$ cat src/rtl/sram_bus_arbiter_pkg.sv
// Shared types for the instruction/data SRAM bus arbiter.
package sram_bus_arbiter_pkg;

  // Requester identity carried through the outstanding-transaction FIFO
  typedef enum logic {
    REQ_INST = 1'b0,
    REQ_DATA = 1'b1
  } req_id_e;

  function automatic int cnt_width(input int depth);
    return $clog2(depth + 1);
  endfunction

endpackage

$ cat src/rtl/sram_bus_arbiter_id_fifo.sv
// In-order FIFO of requester IDs for accepted-but-unreturned transactions.
module sram_bus_arbiter_id_fifo
  import sram_bus_arbiter_pkg::*;
#(
  parameter int DEPTH = 2
) (
  input  logic clk,
  input  logic resetn,
  input  logic push,
  input  logic pop,
  input  logic din,
  output logic head,
  output logic full,
  output logic empty
);

  localparam int PTR_W = (DEPTH > 1) ? $clog2(DEPTH) : 1;
  localparam int CNT_W = cnt_width(DEPTH);

  logic [DEPTH-1:0] slots_r;
  logic [PTR_W-1:0] wr_ptr_r;
  logic [PTR_W-1:0] rd_ptr_r;
  logic [CNT_W-1:0] count_r;

  function automatic logic [PTR_W-1:0] bump(input logic [PTR_W-1:0] p);
    return (p == PTR_W'(DEPTH - 1)) ? '0 : p + PTR_W'(1);
  endfunction

  always_ff @(posedge clk) begin
    if (!resetn) begin
      slots_r  <= '0;
      wr_ptr_r <= '0;
      rd_ptr_r <= '0;
      count_r  <= '0;
    end else begin
      if (push) begin
        slots_r[wr_ptr_r] <= din;
        wr_ptr_r          <= bump(wr_ptr_r);
      end
      if (pop) begin
        rd_ptr_r <= bump(rd_ptr_r);
      end
      // Simultaneous push and pop leaves occupancy unchanged
      if (push && !pop) begin
        count_r <= count_r + CNT_W'(1);
      end else if (pop && !push) begin
        count_r <= count_r - CNT_W'(1);
      end else begin
        count_r <= count_r;
      end
    end
  end

  assign head  = slots_r[rd_ptr_r];
  assign full  = (count_r == CNT_W'(DEPTH));
  assign empty = (count_r == '0);

endmodule

$ cat src/rtl/sram_bus_arbiter.sv
// Shares one sram-like port between instruction-fetch and data requesters,
// routing in-order responses back to whichever requester issued them.
module sram_bus_arbiter
  import sram_bus_arbiter_pkg::*;
#(
  parameter int ADDR_W  = 32,
  parameter int DATA_W  = 32,
  parameter int MAX_OUT = 2
) (
  input  logic                clk,
  input  logic                resetn,
  input  logic                inst_req,
  input  logic                inst_wr,
  input  logic [1:0]          inst_size,
  input  logic [DATA_W/8-1:0] inst_wstrb,
  input  logic [ADDR_W-1:0]   inst_addr,
  input  logic [DATA_W-1:0]   inst_wdata,
  output logic                inst_addr_ok,
  output logic                inst_data_ok,
  output logic [DATA_W-1:0]   inst_rdata,
  input  logic                data_req,
  input  logic                data_wr,
  input  logic [1:0]          data_size,
  input  logic [DATA_W/8-1:0] data_wstrb,
  input  logic [ADDR_W-1:0]   data_addr,
  input  logic [DATA_W-1:0]   data_wdata,
  output logic                data_addr_ok,
  output logic                data_data_ok,
  output logic [DATA_W-1:0]   data_rdata,
  output logic                mem_req,
  output logic                mem_wr,
  output logic [1:0]          mem_size,
  output logic [DATA_W/8-1:0] mem_wstrb,
  output logic [ADDR_W-1:0]   mem_addr,
  output logic [DATA_W-1:0]   mem_wdata,
  input  logic                mem_addr_ok,
  input  logic                mem_data_ok,
  input  logic [DATA_W-1:0]   mem_rdata,
  output logic                proto_err
);

  req_id_e winner;
  req_id_e lock_id_r;
  logic    lock_r;
  logic    proto_err_r;
  logic    win_req;
  logic    accept;
  logic    retire;
  logic    fifo_head;
  logic    fifo_full;
  logic    fifo_empty;

  // Grant, request mux and same-cycle handshake routing
  always_comb begin
    winner    = REQ_INST;
    win_req   = 1'b0;
    mem_wr    = 1'b0;
    mem_size  = 2'd0;
    mem_wstrb = '0;
    mem_addr  = '0;
    mem_wdata = '0;
    if (lock_r) begin
      winner = lock_id_r;
    end else if (data_req) begin
      winner = REQ_DATA;
    end else begin
      winner = REQ_INST;
    end
    if (winner == REQ_DATA) begin
      win_req   = data_req;
      mem_wr    = data_wr;
      mem_size  = data_size;
      mem_wstrb = data_wstrb;
      mem_addr  = data_addr;
      mem_wdata = data_wdata;
    end else begin
      win_req   = inst_req;
      mem_wr    = inst_wr;
      mem_size  = inst_size;
      mem_wstrb = inst_wstrb;
      mem_addr  = inst_addr;
      mem_wdata = inst_wdata;
    end
    // A pop this cycle does not free the slot until the next cycle
    mem_req      = resetn & win_req & ~fifo_full;
    accept       = mem_req & mem_addr_ok;
    inst_addr_ok = accept & (winner == REQ_INST);
    data_addr_ok = accept & (winner == REQ_DATA);
    retire       = resetn & mem_data_ok & ~fifo_empty;
    inst_data_ok = retire & (fifo_head == REQ_INST);
    data_data_ok = retire & (fifo_head == REQ_DATA);
  end

  assign inst_rdata = mem_rdata;
  assign data_rdata = mem_rdata;
  assign proto_err  = proto_err_r;

  // Address-phase lock and sticky protocol-error flag
  always_ff @(posedge clk) begin
    if (!resetn) begin
      lock_r      <= 1'b0;
      lock_id_r   <= REQ_INST;
      proto_err_r <= 1'b0;
    end else begin
      if (mem_req && !mem_addr_ok) begin
        lock_r    <= 1'b1;
        lock_id_r <= winner;
      end else if (accept) begin
        lock_r    <= 1'b0;
      end else begin
        lock_r    <= lock_r;
      end
      if (mem_data_ok && fifo_empty) begin
        proto_err_r <= 1'b1;
      end else begin
        proto_err_r <= proto_err_r;
      end
    end
  end

  sram_bus_arbiter_id_fifo #(
    .DEPTH(MAX_OUT)
  ) u_id_fifo (
    .clk   (clk),
    .resetn(resetn),
    .push  (accept),
    .pop   (retire),
    .din   (winner),
    .head  (fifo_head),
    .full  (fifo_full),
    .empty (fifo_empty)
  );

endmodule

$ cat config.mk
export PLATFORM = sky130hd
export DESIGN_NAME = sram_bus_arbiter
export DESIGN_NICKNAME = d
export VERILOG_FILES = /design/src/rtl/sram_bus_arbiter_pkg.sv /design/src/rtl/sram_bus_arbiter_id_fifo.sv /design/src/rtl/sram_bus_arbiter.sv
export SDC_FILE = /design/constraint.sdc
export NUM_CORES = 1
export LEC_CHECK = 0
export ABC_AREA = 1
export CORE_AREA = 5 5 122 124
export DETAILED_ROUTE_END_ITERATION = 6
export DIE_AREA = 0 0 127 129
export PLACE_DENSITY = 0.61
export SYNTH_ARGS = -nofsm -noshare
export SYNTH_HDL_FRONTEND = slang
export SYNTH_SLANG_ARGS = --single-unit
$ cat constraint.sdc
create_clock -name clk -period 1.9 [get_ports clk]
set_input_delay 0.57 -clock clk [delete_from_list [all_inputs] [get_ports clk]]
set_output_delay 0.57 -clock clk [all_outputs]
set_load 0.01 [all_outputs]
==> flow_metrics.tcl, run 1 <==
set metrics [dict create \
    status "complete, but fails checks" \
    violations "negative setup slack" \
    die_w_um 127 \
    vias 2913 \
    die_h_um 129 \
    grt_antenna_before_repair 0 \
    min_path_cells 1 \
    syn_to_final_growth_pct 166 \
    hold_start "u_id_fifo.rd_ptr_r$_SDFFE_PN0P_" \
    period_minus_slack_ns 2.16 \
    startpoint "data_req" \
    worstSetupEndpointType "output pin" \
    crit_path_max_incr_delay_ns 0.14 \
    final.setup.worst_slack_ns -0.261 \
    cts.sinks 9 \
    setup_violations 74 \
    ioPinCount 321 \
    rsz0062_at_grt "yes" \
    relSlewSlack 0.803 \
    avgSynthCellArea_um2 5.30 \
    drive_gt1_frac 0.492 \
    swShare 0.378 \
    rows 43 \
    grt_pass1_wl_um 17000 \
    cts_tree "built" \
    ys_warn_count 0 \
    tightest_slew_ns 0.293 \
    multiInputGateArea_um2 1520 \
    nets 767 \
    grt_max_degree 14 \
    mostFrequentLayoutCells "clkdlybuf4s50_1 (143), nand2_1 (109), nand2_2 (84)" \
    fillCellCount 1426 \
    die-area_um2 16400 \
    path_cells "buf_6 -> o21ai_4 -> buf_6 -> buf_6 -> inv_12 -> buf_12 -> buf_12 -> nand2_2 -> nand2_1 -> buf_2" \
    root_buffer "clkbuf_16" \
    power_density_nw_per_um2 541 \
    p_leak_nw 2.53 \
    synth_seq_area_share 0.0936 \
    timing.final.crit_share 1.14 \
    cp-start-kind "primary input" \
    vias_per_cell 3.81 \
    path_clk_slew_ns 0.04 \
    finalHoldViolations 0 \
    clkLatencyLatePin_ns 0.24 \
    path_class "primary input to output pin" \
    drt_iter0_drc 45 \
    max_freq_mhz 463 \
    critPathTopFamily "buffers and inverters" \
    holdWs_ns 0.472 \
    seqCellArea_um2 183 \
    syn-cell-area_um2 1930 \
    cap_violations 0 \
    grt_usage 0.136 \
    drt_wl_total_um 12200 \
    cp.depth 10 \
    cts_max_level 1 \
    p_seq_frac 0.080 \
    synth_cells 363 \
    grt-ovfl-total 0 \
    clockBufferDepth 2 \
    ctsHoldBuffers 0 \
    syn_nets 544 \
    ant_nets 0 \
    worstPathRequired_ns 1.33 \
    core-area_um2 13700 \
    slew_violations 0 \
    drc_errors 0 \
    slowest_stage "buf_12" \
    diodes 0 \
    layout.core_utilization 0.375 \
    wl_per_cell_um 16.0 \
    ys_types 18 \
    crit_top_cell "buf_6" \
    drtPass1Iterations 4 \
    ir_worst_vdd_v 0.000357 \
    crit_arrival_ns 1.59 \
    hold_path_class "flop to flop" \
    fin_skew_ns 0.000770 \
    place.gp.congestion 0.802 \
    rr_startpoint "lock_r$_SDFFE_PN0P_" \
    r2r_cells 13 \
    clkPwrFrac 0.138 \
    port-buffer-count 224 \
    cp_num_buf_inv 7 \
    switching_power_mw 1.05 \
    pwr-share-comb 0.783 \
    worstPathMaxFanout 6 \
    dp_hpwl_um 7960 \
    cts_inserted_buffers 3 \
    internal-power_mw 1.72 \
    synth-seq-cells 9 \
    start_util 0.141 \
    grt_pass1_vias 3023 \
    layout_commonest_cell "clkdlybuf4s50_1" \
]
==> metrics by stage <==
step	instance area, µm²	setup slack [ns]	setup TNS, ns	std cells	power [mW]
2_1_floorplan	1930	0.121	0	363	0.950
3_3_place_gp	4030	-0.967	-70.38	718	1.74
3_5_place_dp	4030	-0.962	-70.63	718	1.74
4_1_cts	4800	-0.289	-17.90	762	2.63
5_1_grt	5120	-0.317	-19.85	765	2.95
6_report	5120	-0.261	-15.79	765	2.77
==> power by group through the flow <==
stage | registers, mW | clock network (mW) | logic [mW]
floorplan | 0.221 | 0 | 0.729
CTS | 0.220 | 0.386 | 2.03
global placement | 0.221 | 0 | 1.52
detailed placement | 0.221 | 0 | 1.52
global route | 0.223 | 0.394 | 2.33
finish | 0.221 | 0.381 | 2.17
==> registers in the layout (all words and copies together) (netlist names) <==
register,flops
lock_id_r,1
lock_r,1
proto_err,1
u_id_fifo.count_r,2
u_id_fifo.rd_ptr_r,1
u_id_fifo.slots_r,2
u_id_fifo.wr_ptr_r,1
==> per-layer routing <==
| metal | GRT usage | up-vias | part of all wire |
|---|---|---|---|
| met5 | 0 | - | 0 |
| met1 | 0.155 | 1254 | 0.37 |
| li1 | - | 1480 | - |
| met2 | 0.245 | 154 | 0.50 |
| met3 | 0.0444 | 25 | 0.10 |
| met4 | 0.0322 | 0 | 0.024 |
==> synthesized netlist by cell type <==
master	number	area share
clkbuf_1	1	0.0019
o21ai_1	2	0.0052
nor2_1	9	0.018
nand2_2	2	0.0065
buf_4	64	0.25
o21ai_0	7	0.018
a21oi_2	2	0.0091
nand3_1	2	0.0052
inv_2	3	0.0058
dfxtp_1	9	0.094
ha_1	1	0.0065
nand4_1	3	0.0097
inv_1	12	0.023
nor2_4	1	0.0058
a211oi_1	1	0.0039
nand2_1	223	0.43
buf_6	15	0.088
a21oi_1	6	0.016
==> worst paths after layout <==
check / to / slack (ns)
setup / recovery: mem_size[0] / -0.26
hold / removal: u_id_fifo.rd_ptr_r$_SDFFE_PN0P_ / 0.47
setup reg to reg: u_id_fifo.count_r[1]$_SDFFE_PN0P_ / 0.09
hold reg to reg: u_id_fifo.rd_ptr_r$_SDFFE_PN0P_ / 0.47
==> kinds of logic after synthesis <==
kind of cell	share of synthesized area
AOI/OAI and AO/OA	0.0520
adders and majority gates	0.00650
buffers and inverters	0.368
DFF	0.0936
and+or+nand+nor	0.480
==> final cells by class <==
type | count | share of cell area
timing repair buffer | 298 | 0.594
multi-input combinational | 259 | 0.297
tap | 180 | 0.0439
sequential | 9 | 0.0356
clock buffer | 4 | 0.0154
inverter | 15 | 0.0134
==> timing repair <==
action | 4_1_cts | 5_1_grt
setup buffers | 27 | 4
gates cloned | 14 | 1
pin swaps | 28 | 30
gates resized for setup | 464 | 88
setup endpoints to repair | 78 | 78
Power figures use the tool's default switching activity.
==> run 2: changes to the inputs <==
--- a/config.mk
+++ b/config.mk
@@ -6,10 +6,14 @@
 export NUM_CORES = 1
 export LEC_CHECK = 0
 export ABC_AREA = 1
-export CORE_AREA = 5 5 122 124
+export CAP_MARGIN = 20
+export CELL_PAD_IN_SITES_DETAIL_PLACEMENT = 1
+export CELL_PAD_IN_SITES_GLOBAL_PLACEMENT = 1
+export CORE_ASPECT_RATIO = 1.25
+export CORE_MARGIN = 5
+export CORE_UTILIZATION = 10
 export DETAILED_ROUTE_END_ITERATION = 6
-export DIE_AREA = 0 0 127 129
-export PLACE_DENSITY = 0.61
+export PLACE_DENSITY = 0.79
 export SYNTH_ARGS = -nofsm -noshare
 export SYNTH_HDL_FRONTEND = slang
 export SYNTH_SLANG_ARGS = --single-unit
==> constraint.sdc (replaced) <==
create_clock -name clk -period 1.8 [get_ports clk]
set_input_delay 0.54 -clock clk [delete_from_list [all_inputs] [get_ports clk]]
set_output_delay 0.54 -clock clk [all_outputs]
set_load 0.01 [all_outputs]
==> run 2 against run 1 <==
- register-to-register slack worse by 0.03 ns
- worst hold slack got worse by 0.0073 ns
- critical path type unchanged
- the run still ends with negative setup slack left
- worst setup slack got worse by 0.10 ns
- critical endpoint is now mem_wstrb[3]
- clock power up 4%
- clock skew barely moved
- die area rose by 35%
==> flow_metrics.tcl, run 2 (synthesis results as in run 1) <==
set metrics [dict create \
    dp_cells 765 \
    slowest_stage "o21ai_4" \
    tightest_slew_ns 0.279 \
    die_h_um 165 \
    p_leak_nw 2.47 \
    drt_wl_total_um 13200 \
    nets 780 \
    timing.final.crit_share 1.20 \
    startpoint "data_req" \
    worstSetupEndpointType "output pin" \
    ant_nets 0 \
    cts_tree "built" \
    grt_usage 0.106 \
    core-area_um2 18800 \
    fin_area_um2 5020 \
    cts_max_level 1 \
    rr_startpoint "lock_r$_SDFFE_PN0P_" \
    grt_pass1_vias 3450 \
    port-buffer-count 224 \
    power_mw 2.81 \
    max_freq_mhz 463 \
    drt_iter0_drc 63 \
    final-instance-count-excl-fill 830 \
    rows 56 \
    path_clk_slew_ns 0.04 \
    drc_errors 0 \
    power_density_nw_per_um2 560 \
    start_util 0.102 \
    drtPass1Iterations 3 \
    dp_hpwl_um 8830 \
    grt.busiest_layer "met2" \
    period_minus_slack_ns 2.16 \
    use_met2 0.226 \
    placed_cell_area_um2 4060 \
    grt_antenna_before_repair 0 \
    worstPathRequired_ns 1.26 \
    path_cells "buf_8 -> o21ai_4 -> buf_12 -> buf_12 -> inv_16 -> buf_12 -> buf_8 -> nand2_2 -> nand2_1 -> buf_2" \
    setup_violations 74 \
    rsz0062_at_grt "yes" \
    largest_registers "u_id_fifo.count_r x2, u_id_fifo.slots_r x2" \
    die-area_um2 22100 \
    worstPathMaxFanout 7 \
    diodes 0 \
    drive_gt1_frac 0.433 \
    vias_per_cell 3.73 \
    post-place-ws_ns -1.05 \
    finalSetupTns_ns -20.53 \
    fin_skew_ns 0.000383 \
    grt_pass1_wl_um 18400 \
    place.gp.congestion 0.755 \
    hold_path_class "flop to flop" \
    slew_violations 0 \
    syn_to_final_growth_pct 161 \
    layout_commonest_cell "nand2_1" \
    status "complete, but fails checks" \
    grt_use_met3 0.0203 \
    crit_arrival_ns 1.62 \
    wl_per_cell_um 15.9 \
    crit_path_max_incr_delay_ns 0.16 \
    final.setup.worst_slack_ns -0.360 \
    root_buffer "clkbuf_16" \
    cts_inserted_buffers 3 \
    die_w_um 134 \
    violations "negative setup slack" \
    vias 3093 \
    cts.sinks 9 \
    hold_start "proto_err$_SDFFE_PN0P_" \
    cp-start-kind "primary input" \
    clkLatencyLatePin_ns 0.24 \
    layout.core_utilization 0.266 \
    holdWs_ns 0.465 \
    ioPinCount 321 \
    cap_violations 0 \
    grtUsageMet1 0.0991 \
    crit_top_cell "buf_12" \
    relSlewSlack 0.812 \
    mostFrequentLayoutCells "nand2_1 (157), clkdlybuf4s50_1 (143), buf_2 (59)" \
    finalHoldViolations 0 \
    grt-ovfl-total 0 \
    path_class "primary input to output pin" \
    ir_worst_vdd_v 0.000247 \
    clockBufferDepth 2 \
    grt_max_degree 17 \
]
run 2: critical path, delay by kind of cell:
kind | cells | cell delay [ns]
AND/OR/NAND/NOR | 2 | 0.10
buffers and inverters | 7 | 0.79
AO/OA/AOI/OAI | 1 | 0.16
run 2: worst paths after layout:
kind,endpoint,slack [ns],cells after the start
worst max-delay path,mem_wstrb[3],-0.36,10
worst min-delay path,proto_err$_SDFFE_PN0P_,0.46,2
worst max register to register,u_id_fifo.count_r[1]$_SDFFE_PN0P_,0.06,13
worst min register to register,proto_err$_SDFFE_PN0P_,0.46,2
run 2: layer usage:
metal / up-vias / wire length (µm)
met3: 43 / 1040
met2: 153 / 7440
li1: 1503 / -
met1: 1394 / 4300
met5: - / 0
met4: 0 / 402
run 2: final cells by class:
cell class,instances,area (µm²)
Clock buffer,4,78.8
Fill cell,2304,13800
Inverter,15,75.1
Multi-Input combinational cell,259,1340
Sequential cell,9,185
Tap cell,232,290
Timing Repair Buffer,311,3050
run 2: where the power goes:
group	leakage [nW]	switching, mW	total [mW]	internal, mW
registers	0.0749	0.0144	0.234	0.220
logic	2.36	0.939	2.18	1.24
clock network	0.0382	0.101	0.398	0.296
total	2.47	1.05	2.81	1.76
run 2: repair_timing:
| action | CTS | global route |
|---|---|---|
| setup buffers | 48 | 9 |
| endpoints found under the setup margin | 78 | 79 |
| cloned | 9 | 2 |
| pin swaps | 27 | 13 |
| resized for setup | 457 | 29 |
| hold buffers | 0 | 0 |
==> run 3: changes to the inputs <==
--- a/config.mk
+++ b/config.mk
@@ -11,9 +11,11 @@
 export CELL_PAD_IN_SITES_GLOBAL_PLACEMENT = 1
 export CORE_ASPECT_RATIO = 1.25
 export CORE_MARGIN = 5
-export CORE_UTILIZATION = 10
+export CORE_UTILIZATION = 11
 export DETAILED_ROUTE_END_ITERATION = 6
-export PLACE_DENSITY = 0.79
+export PLACE_DENSITY = 0.84
+export REMOVE_ABC_BUFFERS = 1
 export SYNTH_ARGS = -nofsm -noshare
 export SYNTH_HDL_FRONTEND = slang
+export SYNTH_HIERARCHICAL = 1
 export SYNTH_SLANG_ARGS = --single-unit
==> run 3 against run 2 <==
- the run still ends with negative setup slack left
- clock-buffer cell count is the same
- worst setup slack worse by 0.0043 ns
- combinational power shrank 13%
- sequential power barely moved
- critical path type unchanged
- largest power group unchanged
- power shrank 9.7%
- clock skew up 0.0015 ns
==> flow_metrics.tcl, run 3 <==
set metrics [dict create \
    status "complete, but fails checks" \
    violations "negative setup slack" \
    start_util 0.112 \
    port-buffer-count 224 \
    grt_max_degree 17 \
    hold_path_class "flop to flop" \
    cts_max_level 1 \
    cts_inserted_buffers 3 \
    worstPathRequired_ns 1.26 \
    startpoint "data_req" \
    avgSynthCellArea_um2 5.29 \
    ir_worst_vdd_v 0.000273 \
    tightest_slew_ns 0.174 \
    timing.final.crit_share 1.20 \
    drt_iter0_drc 57 \
    multiInputGateArea_um2 1430 \
    layout_commonest_cell "clkdlybuf4s50_1" \
    synth_top_area_share 0.440 \
    r2r_cells 14 \
    path_class "primary input to output pin" \
    die_h_um 159 \
    vias_per_cell 3.88 \
    cp-start-kind "primary input" \
    drtPass1Iterations 4 \
    ys_warn_count 6 \
    root_buffer "clkbuf_16" \
    r2r_slack_ns 0.08 \
    largest_registers "u_id_fifo/count_r x2, u_id_fifo/slots_r x2" \
    cts.sinks 9 \
    ys_top_cells_by_count "nand2_1 (229), buf_4 (64), inv_1 (18)" \
    clockBufferDepth 2 \
    synth_ff_type "dfxtp_1" \
    synth-seq-cells 9 \
    synth-edff-count 0 \
    fillCellCount 2103 \
    wl_per_cell_um 20.1 \
    grt_usage 0.142 \
    fin_skew_ns 0.00189 \
    synth-async-reset-ratio 0 \
    power_mw 2.54 \
    worst_r2r_endpoint "u_id_fifo/count_r[1]$_SDFFE_PN0P_" \
    nets 766 \
    period_minus_slack_ns 2.16 \
    crit_end "mem_addr[31]" \
    grt-ovfl-total 0 \
    crit_arrival_ns 1.62 \
    clkLatencyLatePin_ns 0.24 \
    rows 54 \
    diodes 0 \
    ioPinCount 321 \
    synth_seq_area_share 0.0922 \
    ctsHoldBuffers 0 \
    drt_wl_total_um 16200 \
    cts_tree "built" \
    seqCellArea_um2 188 \
    finalHoldViolations 0 \
    grt_pass1_vias 3401 \
    p_leak_nw 2.50 \
    slew_violations 0 \
    rr_startpoint "lock_r$_SDFFE_PN0P_" \
    synth_cells 369 \
    cap_violations 0 \
    yosysMostFrequentCell "nand2_1" \
    syn_to_final_growth_pct 162 \
    worstSetupEndpointType "output pin" \
    grt_pass1_wl_um 21400 \
    synth.largest_area_cell "nand2_1" \
    dp_hpwl_um 11700 \
    mostFrequentLayoutCells "clkdlybuf4s50_1 (144), nand2_1 (140), nand2_2 (67)" \
    die-area_um2 20500 \
    ys_types 18 \
    drc_errors 0 \
    grt_antenna_before_repair 0 \
    power_density_nw_per_um2 497 \
    relSlewSlack 0.883 \
    path_clk_slew_ns 0.04 \
    die_w_um 129 \
    drive_gt1_frac 0.433 \
    ys_top_cells_by_area "nand2_1 (44%), buf_4 (25%), dfxtp_1 (9.2%), clkbuf_8 (4.9%), buf_6 (4.6%)" \
    core-area_um2 17400 \
    placed_cell_area_um2 4040 \
    syn-cell-area_um2 1950 \
    fin_area_um2 5110 \
    vias 3138 \
    place.gp.congestion 0.786 \
    setup_violations 74 \
    final.setup.worst_slack_ns -0.365 \
    max_freq_mhz 462 \
    ant_nets 0 \
    worstPathMaxFanout 7 \
    rsz0062_at_grt "yes" \
    post-place-ws_ns -1.07 \
]
run 3: cell count changes in the layout (fill, tap and decap cells not counted), moves of 3 or more:
cell and change:
dlygate4sd2_1 +7, nand2_1 -17, inv_1 +3, nand2_2 +11, buf_6 +6, nand2_4 +11, o21ai_2 -3, buf_12 +4
buf_4 -17, buf_2 -22
run 3: layout make-up:
| type | count | share of cell area |
|---|---|---|
| repair buffers | 290 | 0.595 |
| multi-input cells | 261 | 0.279 |
| clock buffers | 4 | 0.0154 |
| inverters | 20 | 0.0193 |
| well taps | 224 | 0.0548 |
| flip-flops and latches | 9 | 0.0367 |
run 3: logic make-up after synthesis:
| group | Yosys count | share of synthesized area |
|---|---|---|
| AND/OR/NAND/NOR | 249 | 0.486 |
| XOR/XNOR | 1 | 0.00449 |
| AO/OA/AOI/OAI | 9 | 0.0250 |
| adder cells (fa/ha/maj) | 1 | 0.00641 |
| multiplexers | 1 | 0.00577 |
| flip-flops | 9 | 0.0922 |
| buffers and inverters | 99 | 0.380 |
run 3: metal layers:
metal,track usage,wire length [µm],share of wire
met2,0.242,7970,0.49
met4,0.0244,187,0.012
met3,0.0849,2320,0.14
met5,0.0368,70,0.0043
met1,0.150,5650,0.35
run 3: worst max-delay path, cell delays in order:
cell and delay, ns:
buf_8 0.10, o21ai_4 0.16, buf_6 0.17, inv_16 0.04, buf_12 0.14, buf_16 0.14
buf_6 0.11, nand2_2 0.04, nand2_1 0.04, buf_2 0.13
run 3: worst min-delay path by stage:
stage	start	end	depth (start not counted)
global route	u_id_fifo/slots_r[1]$_SDFFE_PN0P_	u_id_fifo/slots_r[1]$_SDFFE_PN0P_	2
CTS	u_id_fifo/slots_r[1]$_SDFFE_PN0P_	u_id_fifo/slots_r[1]$_SDFFE_PN0P_	2
floorplan	u_id_fifo/slots_r[1]$_SDFFE_PN0P_	u_id_fifo/slots_r[1]$_SDFFE_PN0P_	2
finish	u_id_fifo/slots_r[1]$_SDFFE_PN0P_	u_id_fifo/slots_r[1]$_SDFFE_PN0P_	2
detailed placement	u_id_fifo/slots_r[1]$_SDFFE_PN0P_	u_id_fifo/slots_r[1]$_SDFFE_PN0P_	2
global placement	u_id_fifo/slots_r[1]$_SDFFE_PN0P_	u_id_fifo/slots_r[1]$_SDFFE_PN0P_	2
run 3: per-stage QoR:
stage	TNS, ns	hold WS (ns)	std cells	utilization
2_1_floorplan	-134.53	0.434	290	-
3_3_place_gp	-74.13	0.448	763	0.232
3_5_place_dp	-77.20	0.460	763	0.232
4_1_cts	-21.48	0.467	802	0.274
5_1_grt	-25.26	0.510	808	0.293
6_report	-21.42	0.466	808	0.293
run 3: power breakdown:
group          switching [mW]  internal, mW  leakage, nW
clock network           0.110         0.297       0.0382
logic                   0.808          1.09         2.38
registers              0.0146         0.219       0.0756
total                   0.932          1.61         2.50
run 3: repair_timing:
action / CTS / global route
gates cloned: 13 / 1
setup buffers: 23 / 8
pin swaps: 20 / 18
gates resized for setup: 420 / 92
endpoints found under the setup margin: 81 / 79
